===== src/rtl/rob_multiwrite_regfile.sv =====
// ============================================================================
// Module      : rob_multiwrite_regfile
// Description : Multi-write, multi-read register file with per-entry valid
//               bits, same-cycle write forwarding, flush and collision flag.
//               Optional macro ROB_CONFLICT_COUNT_EN adds a saturating
//               collision counter on conflict_cnt.
// Revision    : 1.0 - initial release
// ============================================================================
`default_nettype none

module rob_multiwrite_regfile #(
  parameter int ADDR_WIDTH = 3,
  parameter int DATA_WIDTH = 16,
  parameter int WR_PORTS   = 3,
  parameter int RD_PORTS   = 2
) (
  input  logic                           clk,
  input  logic                           rst_n,
  input  logic [WR_PORTS-1:0]            wr_en,
  input  logic [WR_PORTS*ADDR_WIDTH-1:0] wr_addr,
  input  logic [WR_PORTS*DATA_WIDTH-1:0] wr_data,
  input  logic [RD_PORTS-1:0]            rd_en,
  input  logic [RD_PORTS*ADDR_WIDTH-1:0] rd_addr,
  output logic [RD_PORTS*DATA_WIDTH-1:0] rd_data,
  output logic [RD_PORTS-1:0]            rd_valid,
  input  logic                           flush,
  output logic                           wr_conflict,
  output logic [15:0]                    conflict_cnt
);

  localparam int c_depth = 2 ** ADDR_WIDTH;

  logic [DATA_WIDTH-1:0] r_mem [c_depth];
  logic [c_depth-1:0]    r_valid;
  logic [c_depth-1:0]    w_hit;
  logic [DATA_WIDTH-1:0] w_wdata [c_depth];
  logic                  w_conflict;
  logic                  r_conflict;

  // Per-entry winner: scanning from the highest port down lets the lowest
  // matching port overwrite the selection last.
  always_comb begin
    w_hit = '0;
    for (int e = 0; e < c_depth; e++) begin
      w_wdata[e] = '0;
      for (int i = WR_PORTS - 1; i >= 0; i--) begin
        if (wr_en[i] && (wr_addr[i*ADDR_WIDTH +: ADDR_WIDTH] == ADDR_WIDTH'(e))) begin
          w_hit[e]   = 1'b1;
          w_wdata[e] = wr_data[i*DATA_WIDTH +: DATA_WIDTH];
        end
      end
    end
  end

  always_comb begin
    w_conflict = 1'b0;
    for (int i = 0; i < WR_PORTS; i++) begin
      for (int k = i + 1; k < WR_PORTS; k++) begin
        if (wr_en[i] && wr_en[k] &&
            (wr_addr[i*ADDR_WIDTH +: ADDR_WIDTH] == wr_addr[k*ADDR_WIDTH +: ADDR_WIDTH])) begin
          w_conflict = 1'b1;
        end
      end
    end
  end

  // Flush wins over a same-cycle write for the valid bit; data still lands.
  always_ff @(posedge clk or negedge rst_n) begin
    if (!rst_n) begin
      for (int e = 0; e < c_depth; e++) begin
        r_mem[e] <= '0;
      end
      r_valid    <= '0;
      r_conflict <= 1'b0;
    end else begin
      for (int e = 0; e < c_depth; e++) begin
        if (w_hit[e]) begin
          r_mem[e] <= w_wdata[e];
        end
      end
      r_valid    <= flush ? '0 : (r_valid | w_hit);
      r_conflict <= w_conflict;
    end
  end

  assign wr_conflict = r_conflict;

  generate
    for (genvar j = 0; j < RD_PORTS; j++) begin : g_rd
      logic [ADDR_WIDTH-1:0] w_ra;
      logic [DATA_WIDTH-1:0] r_q;
      logic                  r_v;

      assign w_ra = rd_addr[j*ADDR_WIDTH +: ADDR_WIDTH];

      always_ff @(posedge clk or negedge rst_n) begin
        if (!rst_n) begin
          r_q <= '0;
          r_v <= 1'b0;
        end else if (rd_en[j]) begin
          r_q <= w_hit[w_ra] ? w_wdata[w_ra] : r_mem[w_ra];
          r_v <= !flush && (w_hit[w_ra] || r_valid[w_ra]);
        end
      end

      assign rd_data[j*DATA_WIDTH +: DATA_WIDTH] = r_q;
      assign rd_valid[j]                         = r_v;
    end
  endgenerate

`ifdef ROB_CONFLICT_COUNT_EN
  logic [15:0] r_cnt;

  // One count per colliding cycle regardless of how many ports collide.
  always_ff @(posedge clk or negedge rst_n) begin
    if (!rst_n) begin
      r_cnt <= '0;
    end else if (w_conflict && (r_cnt != 16'hFFFF)) begin
      r_cnt <= r_cnt + 16'd1;
    end
  end

  assign conflict_cnt = r_cnt;
`else
  assign conflict_cnt = '0;
`endif

endmodule

`default_nettype wire


===== config.mk =====
export PLATFORM = sky130hd
export DESIGN_NAME = rob_multiwrite_regfile
export DESIGN_NICKNAME = d
export VERILOG_FILES = /design/src/rtl/rob_multiwrite_regfile.sv
export SDC_FILE = /design/constraint.sdc
export NUM_CORES = 1
export LEC_CHECK = 0
export CORE_MARGIN = 2
export CORE_UTILIZATION = 25
export CTS_BUF_LIST = sky130_fd_sc_hd__clkbuf_8
export DETAILED_ROUTE_END_ITERATION = 8
export PLACE_DENSITY = 0.46
export SLEW_MARGIN = 5
export SYNTH_ARGS = -nofsm -noshare
export SYNTH_HDL_FRONTEND = slang
export SYNTH_SLANG_ARGS = --single-unit

===== constraint.sdc =====
create_clock -name clk -period 1.45 [get_ports clk]
set_input_delay 0.3625 -clock clk [delete_from_list [all_inputs] [get_ports clk]]
set_output_delay 0.3625 -clock clk [all_outputs]
set_load 0.01 [all_outputs]

==> metrics.cfg <==
[final_layout]
multi_input_area_um2 = 10100
syn_to_final_growth_pct = 67.4
final_cell_count_no_fill = 2730
nets = 2100
regArea_um2 = 4280
fin_util_pct = 42.4
layout-drive-gt1-share_pct = 50.5
fillers = 5136

[die]
die_w_um = 235
num_io_pins = 122
row_count = 84
die_h_um = 235
initial_core_util_pct = 25.3
die-area_um2 = 55100
core_area_um2 = 52600

[worst_setup_path]
worstPathArrival_ns = 2.44
worstPathRequired_ns = 1.90
rr_startpoint = r_valid[7]$_DFF_PN0_
reg2reg_slack_ns = -0.07
crit_path_max_fanout = 7
crit_path_start = wr_addr[4]
reg2reg_depth = 4
critPathLaunchType = primary input
endpoint_kind = register
criticalPathCategory = primary input to register
r2r_end = g_rd[1].r_v$_DFFE_PN0P_

[synth]
synth_compound_gate_area_share_pct = 24.8
yosysSeqAreaShare_pct = 32.1
netlist_instances = 1565
synth_edf_count = 0
synth_top_family_by_area = compound AO/OA/AOI/OAI gates
synth.most_common_cell = a21oi_1
yosys.area_share.simple_pct = 20.4
synth_fa_ha_area_share_pct = 0
synth_top_area_cell = dfrtp_1
synth_top_flop_cell = dfrtp_1
synth_top_cells_by_count = a21oi_1 (192), nor2_1 (187), dfrtp_1 (171)
synth_cell_types = 56
synth_area_leaders = dfrtp_1 (32%), mux4_2 (12%), a21oi_1 (7.2%), a21o_1 (6.6%), nand3_1 (5.8%)
synthesis.yosys.warnings = 0
synth_top_area_share_pct = 32.1
synth_xor_area_share_pct = 0.592
yosys_register_bits = 171
syn_area_um2 = 13300
synth.mux.area_fraction_pct = 14.5
synth_async_sr_flop_share_pct = 100
syn_area_per_cell_um2 = 8.51

[hold_path]
hold_start = wr_en[0]
min_path_cells = 4
hold_path.class = primary input to register
min_to = wr_conflict$_DFF_PN0_

[route]
wl_met2_um = 33600
m1WireLength_um = 30700
wl_met3_um = 7470
routed_wl_um = 75700
vias = 15800
ant_nets = 0
first_iter_violations = 1882
routedWlPerCell_um = 27.7
top_layer = met4
via_per_inst = 5.81
drcViolationCount = 0
dr.pass1.iters = 6

[grt]
grt_max_degree = 53
grt_usage_pct = 26.7
antenna_found_initial = 1
grt_pass1_vias = 15700
gr-total-overflow = 0
grt_pass1_wl_um = 108000

[sta]
period_share_pct = 137
clock_skew_ns = 0.0189
period_needed_ns = 1.99
tightest_slew_ns = 0.963
max_freq_mhz = 503
slew_headroom_pct = 35.6
fin_ws_ns = -0.537
rsz0062_at_grt = yes
maxSlewViolCount = 0
finalSetupViolations = 105
hold_viol = 0

[cts]
cts_root_buf = clkbuf_8
cts_max_level = 4
worstSkewPairLatency_ns = 0.53
path_clk_slew_ns = 0.11
cts_tree = built
max-clock-path-buffers = 2
cts_made_buffers = 17
clock-sinks = 171

[power]
leakagePower_nw = 9.57
power_density_nw_per_um2 = 775
vdd_ir_drop_max_mv = 0.569

[status]
status = finished with violations
failed_checks = setup timing

[place]
place_inst = 2606
dp_hpwl_um = 51600
gp_congestion = 0.966
port_buffers = 105

[job]
cap_viol_max_count = 0

[cell usage in the layout (no fill, tap or decap), drive strengths merged, types with 6 or more instances in the layout]
cell type,n
nor2,187
nand4b,6
o22ai,106
buf,587
and4b,8
a21o,117
dfrtp,171
a211oi,22
o21ai,11
a21oi,212
nand2,90
nand4bb,6
nor4,6
xnor2,7
clkbuf,19
nor4bb,6
conb,16
mux4,68
nor3,8
nor2b,32
a221o,11
inv,15
clkdlybuf4s50,50
mux2,34
nand3,154
a31oi,32
[worst max-delay path by stage]
stage                                       endpoint  depth (start not counted)
after floorplan           g_rd[0].r_q[4]$_DFFE_PN0P_                         10
after global placement    g_rd[0].r_q[5]$_DFFE_PN0P_                         11
after detailed placement  g_rd[0].r_q[5]$_DFFE_PN0P_                         11
after CTS                 g_rd[1].r_q[6]$_DFFE_PN0P_                         12
after global routing      g_rd[1].r_q[6]$_DFFE_PN0P_                         12
final                     g_rd[1].r_q[6]$_DFFE_PN0P_                         11
[critical path: stages]
cell,delay [ns]
buf_8,0.11
buf_12,0.13
buf_6,0.11
nand4_1,0.28
a31o_2,0.25
o221ai_4,0.10
nor4_4,0.41
and2_4,0.32
buf_12,0.21
a21oi_2,0.06
nand2_1,0.06
[power breakdown]
group | switching [mW] | internal (mW) | leakage (nW) | total [mW]
registers | 0.801 | 5.78 | 2.07 | 6.58
logic | 3.38 | 3.95 | 7.32 | 7.33
clock network | 1.99 | 1.39 | 0.187 | 3.37
[per-stage QoR]
stage / instance area (µm²) / setup TNS (ns) / setup WS [ns] / power, mW / hold slack, ns
4_1_cts: 21000 / -17.80 / -0.451 / 17.0 / 0.203
6_report: 22300 / -21.93 / -0.537 / 17.3 / 0.263
3_3_place_gp: 18800 / -179.34 / -1.50 / 13.0 / 0.247
2_1_floorplan: 14100 / -42.17 / -0.740 / 10.0 / 0.0669
3_5_place_dp: 18800 / -185.11 / -1.59 / 13.1 / 0.247
5_1_grt: 22300 / -22.75 / -0.515 / 18.1 / 0.245
[kinds of logic after synthesis]
group / count (synthesis)
other: 1
DFF: 171
AOI/OAI and AO/OA: 520
buffers and inverters: 221
and+or+nand+nor: 539
muxes: 104
xor gates and xnor gates: 9
[state kept, by name (all words and copies together), names as in the netlist]
| signal | cells |
|---|---|
| g_rd.r_q | 32 |
| wr_conflict | 1 |
| g_rd.r_v | 2 |
| r_mem | 128 |
| r_valid | 8 |
[metal layers]
layer / global-route usage (%) / vias to the layer above
met1: 35.7 / 7940
met4: 12.4 / 0
met5: 0 / -
met2: 40.7 / 973
li1: - / 6693
met3: 6.32 / 242
[layout make-up]
type	count	share of cell area, %
Antenna cell	1	0.0112
Clock buffer	17	1.05
Timing Repair Buffer	641	29.7
Tap cell	688	3.86
Sequential cell	171	19.2
Clock inverter	14	0.623
Inverter	10	0.185
Multi-Input combinational cell	1188	45.3
[what timing repair did]
| item | 4_1_cts | 5_1_grt |
|---|---|---|
| cloned | 9 | 0 |
| buffers inserted | 79 | 45 |
| pin swaps | 84 | 80 |
| endpoints found under the setup margin | 205 | 187 |
| hold buffers | 1 | 0 |
| gates resized for setup | 469 | 238 |
| endpoints found under the hold margin | 100 | 0 |
Note: power is estimated with default switching activity, not from simulation.
